<file path="config.mk">
export PLATFORM = sky130hd
export DESIGN_NAME = ramp_adc_sequencer_flat
export DESIGN_NICKNAME = d
export VERILOG_FILES = /design/src/rtl/ramp_adc_sequencer_if.sv /design/src/rtl/ramp_adc_sequencer.sv /design/src/flat_wrapper.sv
export SDC_FILE = /design/constraint.sdc
export NUM_CORES = 1
export LEC_CHECK = 0
export CAP_MARGIN = 25
export CORE_AREA = 5 5 64 80
export DETAILED_ROUTE_END_ITERATION = 10
export DIE_AREA = 0 0 69 85
export GPL_ROUTABILITY_DRIVEN = 0
export PLACE_DENSITY_LB_ADDON = 0.08
export SLEW_MARGIN = 15
export SYNTH_ARGS = -nofsm -noshare
export SYNTH_HDL_FRONTEND = slang
export SYNTH_SLANG_ARGS = --single-unit
export TNS_END_PERCENT = 10
</file>
<file path="constraint.sdc">
create_clock -name clk -period 4 [get_ports clk]
set_input_delay 0.4 -clock clk [delete_from_list [all_inputs] [get_ports clk]]
set_output_delay 0.4 -clock clk [all_outputs]
set_load 0.1 [all_outputs]
</file>
<file path="src/rtl/ramp_adc_sequencer_if.sv">
// ----------------------------------------------------------------------------
// ramp_adc_sequencer_if
// Result channel of the ramp ADC sequencer: one conversion result per
// valid/ready handshake.
//   result_data  [7:0]        captured duty value (255 when saturated)
//   result_ch    [CH_W-1:0]   channel the result belongs to
//   result_sat                no comparator falling edge during the sweep
//   result_valid              result is presented and held until accepted
//   result_ready              consumer accepts the result this cycle
// master: the sequencer side; slave: the consumer side.
// ----------------------------------------------------------------------------
interface ramp_adc_sequencer_if #(
  parameter int NUM_CH = 4
);
  logic [7:0]                result_data;
  logic [$clog2(NUM_CH)-1:0] result_ch;
  logic                      result_sat;
  logic                      result_valid;
  logic                      result_ready;

  modport master (
    output result_data,
    output result_ch,
    output result_sat,
    output result_valid,
    input  result_ready
  );

  modport slave (
    input  result_data,
    input  result_ch,
    input  result_sat,
    input  result_valid,
    output result_ready
  );
endinterface

</file>
<file path="src/rtl/ramp_adc_sequencer.sv">
// ----------------------------------------------------------------------------
// ramp_adc_sequencer
// Single-slope (ramp) ADC sequencer. For each channel of an analog mux it
// waits for the mux to settle, sweeps a PWM DAC duty from 0 to 255, and
// captures the duty at the first falling edge of the comparator. Results are
// offered on a valid/ready channel; the sequencer stalls until accepted.
// Ports:
//   clk          rising-edge clock
//   reset        asynchronous, active-low reset
//   run          level; 1 = convert channels continuously
//   compare      asynchronous comparator output (1 when Vref < Vin)
//   duty_cycle   sawtooth duty to the PWM DAC
//   ch_sel       analog mux select
//   busy         high in every state except IDLE
//   res          result channel (master side of ramp_adc_sequencer_if)
// ----------------------------------------------------------------------------
module ramp_adc_sequencer #(
  parameter int NUM_CH     = 4,
  parameter int SETTLE_CYC = 64,
  parameter int STEP_CYC   = 16
) (
  input  logic                      clk,
  input  logic                      reset,
  input  logic                      run,
  input  logic                      compare,
  output logic [7:0]                duty_cycle,
  output logic [$clog2(NUM_CH)-1:0] ch_sel,
  output logic                      busy,
  ramp_adc_sequencer_if.master      res
);

  localparam int CH_W = $clog2(NUM_CH);
  localparam int SW   = $clog2(SETTLE_CYC) + 1;
  localparam int TW   = $clog2(STEP_CYC) + 1;

  localparam logic [SW-1:0]   SETTLE_LAST = SW'(SETTLE_CYC - 1);
  localparam logic [TW-1:0]   STEP_LAST   = TW'(STEP_CYC - 1);
  localparam logic [CH_W-1:0] CH_LAST     = CH_W'(NUM_CH - 1);

  typedef enum logic [1:0] {
    IDLE   = 2'd0,
    SETTLE = 2'd1,
    RAMP   = 2'd2,
    HOLD   = 2'd3
  } state_t;

  state_t          state_q, state_d;
  logic [SW-1:0]   settle_q, settle_d;
  logic [TW-1:0]   step_q, step_d;
  logic [7:0]      duty_q, duty_d;
  logic            cmp_prev_q, cmp_prev_d;
  logic [7:0]      cap_q, cap_d;
  logic            captured_q, captured_d;
  logic [CH_W-1:0] ch_q, ch_d;
  logic [7:0]      rdata_q, rdata_d;
  logic [CH_W-1:0] rch_q, rch_d;
  logic            rsat_q, rsat_d;
  logic            sync1_q, sync2_q;
  logic            cmp_s;
  logic            fall_now;

  // Result of a finished sweep: {sat, data}. A falling edge seen in the very
  // last ramp cycle has not reached cap_q yet, so it is folded in here.
  function automatic logic [8:0] sweep_result(input logic       captured,
                                              input logic [7:0] cap,
                                              input logic       fall,
                                              input logic [7:0] duty);
    if (captured)  return {1'b0, cap};
    else if (fall) return {1'b0, duty};
    else           return {1'b1, 8'hFF};
  endfunction

  assign cmp_s    = sync2_q;
  assign fall_now = !captured_q && cmp_prev_q && !cmp_s;

  // State and datapath registers; synchronizer flops idle at 1 so that a
  // reset never looks like a comparator falling edge.
  always_ff @(posedge clk or negedge reset) begin
    if (!reset) begin
      state_q    <= IDLE;
      settle_q   <= '0;
      step_q     <= '0;
      duty_q     <= '0;
      cmp_prev_q <= 1'b1;
      cap_q      <= '0;
      captured_q <= 1'b0;
      ch_q       <= '0;
      rdata_q    <= '0;
      rch_q      <= '0;
      rsat_q     <= 1'b0;
      sync1_q    <= 1'b1;
      sync2_q    <= 1'b1;
    end else begin
      state_q    <= state_d;
      settle_q   <= settle_d;
      step_q     <= step_d;
      duty_q     <= duty_d;
      cmp_prev_q <= cmp_prev_d;
      cap_q      <= cap_d;
      captured_q <= captured_d;
      ch_q       <= ch_d;
      rdata_q    <= rdata_d;
      rch_q      <= rch_d;
      rsat_q     <= rsat_d;
      sync1_q    <= compare;
      sync2_q    <= sync1_q;
    end
  end

  // Next-state logic
  always_comb begin
    state_d    = state_q;
    settle_d   = settle_q;
    step_d     = step_q;
    duty_d     = duty_q;
    cmp_prev_d = cmp_prev_q;
    cap_d      = cap_q;
    captured_d = captured_q;
    ch_d       = ch_q;
    rdata_d    = rdata_q;
    rch_d      = rch_q;
    rsat_d     = rsat_q;
    unique case (state_q)
      IDLE: begin
        if (run) begin
          state_d  = SETTLE;
          settle_d = '0;
        end
      end
      SETTLE: begin
        if (settle_q == SETTLE_LAST) begin
          // cmp_prev starts at 1 so a comparator already low counts as an
          // edge at duty 0.
          state_d    = RAMP;
          cmp_prev_d = 1'b1;
          step_d     = '0;
          duty_d     = '0;
          captured_d = 1'b0;
        end else begin
          settle_d = settle_q + SW'(1);
        end
      end
      RAMP: begin
        cmp_prev_d = cmp_s;
        if (fall_now) begin
          cap_d      = duty_q;
          captured_d = 1'b1;
        end
        if (step_q == STEP_LAST) begin
          step_d = '0;
          if (duty_q == 8'hFF) begin
            state_d           = HOLD;
            duty_d            = '0;
            {rsat_d, rdata_d} = sweep_result(captured_q, cap_q, fall_now, duty_q);
            rch_d             = ch_q;
          end else begin
            duty_d = duty_q + 8'd1;
          end
        end else begin
          step_d = step_q + TW'(1);
        end
      end
      HOLD: begin
        if (res.result_ready) begin
          ch_d     = (ch_q == CH_LAST) ? '0 : ch_q + CH_W'(1);
          state_d  = run ? SETTLE : IDLE;
          settle_d = '0;
        end
      end
      default: state_d = IDLE;
    endcase
  end

  // Outputs
  always_comb begin
    duty_cycle       = duty_q;
    ch_sel           = ch_q;
    busy             = (state_q != IDLE);
    res.result_valid = (state_q == HOLD);
    res.result_data  = rdata_q;
    res.result_ch    = rch_q;
    res.result_sat   = rsat_q;
  end

endmodule

</file>
<file path="src/flat_wrapper.sv">
// flat-port wrapper written by rule: the top's interface ports become plain ports
module ramp_adc_sequencer_flat 
#(
  parameter int NUM_CH     = 4,
  parameter int SETTLE_CYC = 64,
  parameter int STEP_CYC   = 16
)
  (clk, reset, run, compare, duty_cycle, ch_sel, busy, res_result_data, res_result_ch, res_result_sat, res_result_valid, res_result_ready);
  ramp_adc_sequencer_if #(.NUM_CH(NUM_CH)) res_i ();
  input  logic clk;
  input  logic reset;
  input  logic run;
  input  logic compare;
  output logic [7:0] duty_cycle;
  output logic [$clog2(NUM_CH)-1:0] ch_sel;
  output logic busy;
  output wire logic [$bits(res_i.result_data)-1:0] res_result_data;
  output wire logic [$bits(res_i.result_ch)-1:0] res_result_ch;
  output wire logic [$bits(res_i.result_sat)-1:0] res_result_sat;
  output wire logic [$bits(res_i.result_valid)-1:0] res_result_valid;
  input wire logic [$bits(res_i.result_ready)-1:0] res_result_ready;
  assign res_result_data = res_i.result_data;
  assign res_result_ch = res_i.result_ch;
  assign res_result_sat = res_i.result_sat;
  assign res_result_valid = res_i.result_valid;
  assign res_i.result_ready = res_result_ready;
  ramp_adc_sequencer #(.NUM_CH(NUM_CH), .SETTLE_CYC(SETTLE_CYC), .STEP_CYC(STEP_CYC)) u_core (.clk(clk), .reset(reset), .run(run), .compare(compare), .duty_cycle(duty_cycle), .ch_sel(ch_sel), .busy(busy), .res(res_i));
endmodule
</file>
==> results.py, run 1 <==
metrics = {
    "floorplanning": {
        "core-area_sq_um": 4320,
        "start_util_pct": 57.2,
        "dieWidth_um": 69,
        "rows": 27,
        "num_io_pins": 28,
        "fp.dieArea_sq_um": 5870,
        "die_y_um": 85,
    },
    "global_routing": {
        "antenna_found_initial": 0,
        "use_met2_pct": 35.9,
        "top_usage_layer": "met2",
        "grt_use_met3_pct": 4.50,
        "grt_pass1_vias": 2012,
        "met1_usage_pct": 22.9,
        "grt.total_usage_pct": 20.1,
        "grt_remaining_overflow": 0,
        "grt_max_degree": 48,
        "grt_pass1_wl_um": 9650,
    },
    "timing": {
        "report.final.slew_viol_count": 0,
        "max_freq_mhz": 377,
        "fin_crit_ps": 2650,
        "fin_hold_ws_ps": 100,
        "period_share_pct": 66.3,
        "hold_viol_final": 0,
        "setup_viol": 0,
        "tightest_slew_ps": 974,
        "clock_skew_ps": 3.92,
        "rsz0062_at_grt": "no",
        "setup-tns-final_ps": 0,
        "relSlewSlack_pct": 34.9,
    },
    "cts": {
        "numCtsBuffers": 5,
        "ctsResizeCount": 0,
        "clk_pin_slew_ps": 80,
        "cts_setup_buffers": 0,
        "clock-sinks": 47,
        "postCtsHoldBufs": 0,
        "clk_latency_ps": 290,
        "htreeDepth": 2,
        "clockBufferDepth": 2,
        "cts_tree": "yes",
        "cts_root_buffer": "clkbuf_8",
    },
    "setup_path": {
        "r2r_setup_slack_ps": 1380,
        "cp_slowest_cell": "clkdlybuf4s50_1",
        "crit_type": "flip-flop to primary output",
        "crit_chain": "inv_1 -> ha_1 -> inv_1 -> clkdlybuf4s50_1",
        "critPathLaunch": "u_core.state_q[0]",
        "slowest_delay_ps": 1120,
        "crit_buf_inv": 3,
        "required_ps": 3600,
        "crit_family": "buffers and inverters",
        "cp_common_cell": "inv_1",
        "arrival_ps": 2250,
        "worstSetupStartpointType": "flip-flop",
        "cp-end-kind": "primary output",
        "cp_max_fo": 4,
        "reg2reg_from": "u_core.state_q[0]",
    },
    "pwr": {
        "peakVddDrop_uv": 219,
        "power_density_nw_per_um2": 288,
        "leakage_nw": 1.28,
    },
    "run": {
        "maxCapViolCount": 0,
    },
    "route": {
        "routed_wl_um": 5370,
        "dr.pass1.iters": 4,
        "drcViolationCount": 0,
        "drtIter0Drc": 118,
        "viasPerCell": 6.09,
        "wl_per_cell_um": 16.6,
        "vias": 1966,
        "drtAntennaViolNets": 0,
    },
    "final_layout": {
        "area_growth_pct": 16.2,
        "nFillCells": 378,
        "final_nets": 279,
        "drive_gt1_share_pct": 11.3,
        "most-common-layout-cells": "44 x dfrtp_1, 26 x clkdlybuf4s50_1, 20 x nand2_1",
        "multi_input_area_sq_um": 1200,
        "final_common_cell": "dfrtp_1",
        "seqCellArea_sq_um": 1180,
        "insertedDiodeCount": 0,
    },
    "synth": {
        "synth_edf_count": 0,
        "synth_cell_types": 62,
        "ys_ff_latch": 47,
        "yosysWarnings": 0,
        "synthArstFlopShare_pct": 100,
        "yosysSeqAreaShare_pct": 47.7,
        "synth.avg_cell_area_sq_um": 10.3,
        "syn_area_sq_um": 2470,
        "synthFlopType": "dfrtp_1",
        "syn-instance-count": 239,
        "syn-num-nets": 253,
    },
    "placed_design": {
        "portBuffers": 27,
        "post-dp-hpwl_um": 3870,
    },
    "run_status": {
        "status": "finished, final reports clean",
    },
    "min_path": {
        "worstHoldPathType": "input pin to async pin",
    },
}
-- synthesized netlist by cell type, types with 2 or more instances --
cell	number	area (sq um)
dfrtp_1	44	1100
dfstp_2	3	78.8
o21ai_1	2	10.0
nand4_1	2	12.5
or4_1	3	22.5
a32o_1	2	20.0
a21oi_1	7	35.0
a31oi_1	2	12.5
ha_1	9	113
mux2_2	10	113
o221ai_1	2	17.5
nor2b_1	2	12.5
buf_2	4	20.0
o21ai_0	18	90.1
and3_1	5	31.3
nand2_1	20	75.1
and4_1	2	17.5
a221oi_1	2	17.5
o211ai_1	4	30.0
mux2i_1	4	40.0
clkbuf_2	2	10.0
o2bb2ai_1	2	17.5
a211oi_1	3	22.5
nor3_1	2	10.0
a21oi_2	2	17.5
nand3_1	12	60.1
nand2b_1	3	18.8
o22ai_1	12	75.1
nor2_1	9	33.8
inv_1	13	48.8
-- path summary, 6_finish.rpt --
| path | endpoint | depth (start not counted) |
|---|---|---|
| min in group clk | u_core.cmp_s | 0 |
| max reg2reg | u_core.step_q[0] | 6 |
| max | busy | 4 |
| min | u_core.res.result_data[3] | 1 |
| min reg2reg | u_core.cmp_s | 0 |
| max in group asynchronous | u_core.captured_q | 1 |
-- flip-flops by register name, summed over array words and instances, names as in the netlist --
name	flops
u_core.captured_q	1
u_core.res.result_ch	2
u_core.cmp_prev_q	1
u_core.cap_q	8
u_core.ch_sel	2
u_core.state_q	2
u_core.sync1_q	1
u_core.duty_cycle	8
u_core.cmp_s	1
u_core.step_q	5
u_core.res.result_data	8
u_core.settle_q	7
u_core.res.result_sat	1
-- through the flow --
| step | power, mW | setup WS, ps | instances | instance area (sq um) | utilization, % |
|---|---|---|---|---|---|
| 2_1_floorplan | 0.491 | 1770 | 239 | 2470 | - |
| 3_3_place_gp | 0.504 | 1490 | 316 | 2770 | 64.1 |
| 3_5_place_dp | 0.505 | 1420 | 316 | 2770 | 64.1 |
| 4_1_cts | 0.835 | 1340 | 323 | 2870 | 66.4 |
| 5_1_grt | 0.864 | 1120 | 323 | 2880 | 66.5 |
| 6_report | 0.828 | 1350 | 323 | 2880 | 66.5 |
-- power breakdown --
group	switching (mW)	internal, mW
sequential	0.00101	0.478
clock	0.150	0.183
combinational	0.0116	0.00469
-- kinds of logic (layout without fill, tap and decap cells) --
| kind of cell | count (synthesis) | after routing | synth area share [%] |
|---|---|---|---|
| flops | 47 | 47 | 47.7 |
| simple gates | 73 | 73 | 16.8 |
| fa+ha+maj | 9 | 9 | 4.55 |
| compound gates | 72 | 72 | 20.1 |
| mux | 15 | 15 | 6.63 |
| xor+xnor | 1 | 1 | 0.354 |
| buf+inv | 22 | 48 | 3.79 |
-- routing by layer --
layer,vias to the layer above,wire length (um)
li1,949,-
met1,964,2260
met2,38,2760
met3,15,204
met4,0,150
met5,-,0
-- area by class of cell --
type / count / area share [%]
Tap cell: 58 / 2.52
Timing Repair Buffer: 27 / 9.31
Clock buffer: 6 / 2.52
Clock inverter: 1 / 1.04
Multi-Input combinational cell: 170 / 41.7
Inverter: 14 / 1.83
Sequential cell: 47 / 41.0
(Power assumes the default switching activity.)
==> run 2, diff against run 1 <==
--- a/config.mk
+++ b/config.mk
@@ -6,9 +6,9 @@
 export NUM_CORES = 1
 export LEC_CHECK = 0
 export CAP_MARGIN = 25
-export CORE_AREA = 5 5 64 80
+export CORE_AREA = 5 5 69 87
 export DETAILED_ROUTE_END_ITERATION = 10
-export DIE_AREA = 0 0 69 85
+export DIE_AREA = 0 0 74 92
 export GPL_ROUTABILITY_DRIVEN = 0
 export PLACE_DENSITY_LB_ADDON = 0.08
 export SLEW_MARGIN = 15
==> constraint.sdc (replaced) <==
create_clock -name clk -period 2.19 [get_ports clk]
set_input_delay 0.219 -clock clk [delete_from_list [all_inputs] [get_ports clk]]
set_output_delay 0.219 -clock clk [all_outputs]
set_load 0.1 [all_outputs]
==> run 2 against run 1 <==
Clock skew increased by 2.0 ps. Non-clock buffer count increased by 11. Sequential power increased by 82%. Register-to-register slack got worse by 1100 ps. Sequential cell count unchanged. Die area increased by 16%. Largest cell class unchanged. Largest power group unchanged. Highest routed layer unchanged.
==> results.py, run 2 (synthesized netlist as in run 1, its figures left out) <==
metrics = {
    "run_status": {
        "status": "finished, final reports clean",
    },
    "pwr": {
        "peakVddDrop_uv": 385,
        "power_density_nw_per_um2": 521,
        "leakage_nw": 1.38,
    },
    "global_routing": {
        "grt.total_usage_pct": 17.9,
        "top_usage_layer": "met2",
        "grt_max_degree": 26,
        "grt_pass1_vias": 1961,
        "grt_use_met3_pct": 2.95,
        "grt_remaining_overflow": 0,
        "grt_pass1_wl_um": 9490,
        "antenna_found_initial": 0,
        "use_met2_pct": 30.7,
        "met1_usage_pct": 21.6,
    },
    "floorplanning": {
        "die_y_um": 92,
        "start_util_pct": 49.0,
        "fp.dieArea_sq_um": 6810,
        "core-area_sq_um": 5040,
        "rows": 29,
        "num_io_pins": 28,
        "dieWidth_um": 74,
    },
    "run": {
        "maxCapViolCount": 0,
    },
    "timing": {
        "max_freq_mhz": 514,
        "hold_viol_final": 0,
        "fin_hold_ws_ps": 323,
        "tightest_slew_ps": 605,
        "setup_viol": 0,
        "relSlewSlack_pct": 59.7,
        "fin_crit_ps": 1950,
        "period_share_pct": 88.8,
        "clock_skew_ps": 5.87,
        "rsz0062_at_grt": "no",
        "report.final.slew_viol_count": 0,
        "setup-tns-final_ps": 0,
    },
    "cts": {
        "cts_root_buffer": "clkbuf_8",
        "clk_pin_slew_ps": 80,
        "htreeDepth": 2,
        "clock-sinks": 47,
        "clockBufferDepth": 2,
        "cts_tree": "yes",
        "clk_latency_ps": 300,
        "ctsResizeCount": 0,
        "numCtsBuffers": 5,
    },
    "setup_path": {
        "cp_max_fo": 6,
        "worstSetupStartpointType": "flip-flop",
        "required_ps": 2390,
        "arrival_ps": 2150,
        "cp-end-kind": "flip-flop",
        "crit_type": "flip-flop to flip-flop",
    },
    "route": {
        "dr.pass1.iters": 4,
        "vias": 1998,
        "drtIter0Drc": 109,
        "wl_per_cell_um": 16.6,
        "drcViolationCount": 0,
        "viasPerCell": 5.89,
        "drtAntennaViolNets": 0,
        "routed_wl_um": 5640,
    },
    "final_layout": {
        "final_common_cell": "dfrtp_1",
        "insertedDiodeCount": 0,
        "area_growth_pct": 18.7,
        "drive_gt1_share_pct": 23.5,
        "final_nets": 290,
        "most-common-layout-cells": "42 x dfrtp_1, 31 x buf_4, 20 x nand2_1",
    },
    "placed_design": {
        "post-dp-hpwl_um": 4200,
        "portBuffers": 27,
    },
    "min_path": {
        "worstHoldPathType": "input pin to flip-flop",
    },
}
## run 2: cell count changes in the layout (fill, tap and decap cells not counted), sizes merged
| cell | before | now |
|---|---|---|
| clkbuf | 6 | 7 |
| dlygate4sd3 | 0 | 1 |
| buf | 1 | 34 |
| clkdlybuf4s50 | 26 | 3 |
## run 2: path summary, 6_finish.rpt
path	from	endpoint	slack, ps	depth (start not counted)
min	compare	u_core.sync1_q	320	1
min in group asynchronous	reset	u_core.res.result_data[5]	450	2
max	u_core.state_q[1]	u_core.duty_cycle[4]	240	6
min reg2reg	u_core.sync1_q	u_core.cmp_s	360	0
max reg2reg	u_core.state_q[1]	u_core.duty_cycle[4]	240	6
max in group asynchronous	reset	u_core.settle_q[6]	1210	3
## run 2: what timing repair did
action	CTS	global route
hold endpoints to repair	21	0
hold buffers	1	0
buffers inserted	0	0
## run 2: stage by stage
step                      area (sq um)  utilization [%]  total power [mW]  setup slack, ps  cells
after floorplan                   2480                -             0.897             27.3    239
after global placement            2820             55.9             0.927              278    330
after detailed placement          2820             55.9             0.927              276    330
after CTS                         2940             58.2              1.55              265    339
after global routing              2940             58.2              1.60             64.7    339
final                             2940             58.2              1.53              245    339
## run 2: critical path, stage by stage, from the launching register on
cell	delay, ps
dfrtp_1	420
inv_1	110
ha_1	340
nand4b_1	140
o22ai_1	390
nand2_1	170
o311ai_1	290
## run 2: routing by layer
metal | share of wire (%) | vias up
met1 | 42 | 980
met5 | 0 | -
li1 | - | 969
met2 | 52 | 42
met3 | 4.1 | 7
met4 | 1.6 | 0
## run 2: layout make-up
| class | instances | area (sq um) |
|---|---|---|
| multi-input cells | 170 | 1200 |
| inverters | 14 | 52.6 |
| clock inverters | 1 | 30.0 |
| fillers | 462 | 2110 |
| well taps | 62 | 77.6 |
| repair buffers | 38 | 318 |
| clock buffers | 7 | 76.3 |
| flip-flops and latches | 47 | 1180 |
## run 2: where the power goes
group / switching, mW / internal, mW / leakage [nW]
Clock: 0.278 / 0.342 / 0.0524
Combinational: 0.0227 / 0.0128 / 0.719
Sequential: 0.00174 / 0.872 / 0.610
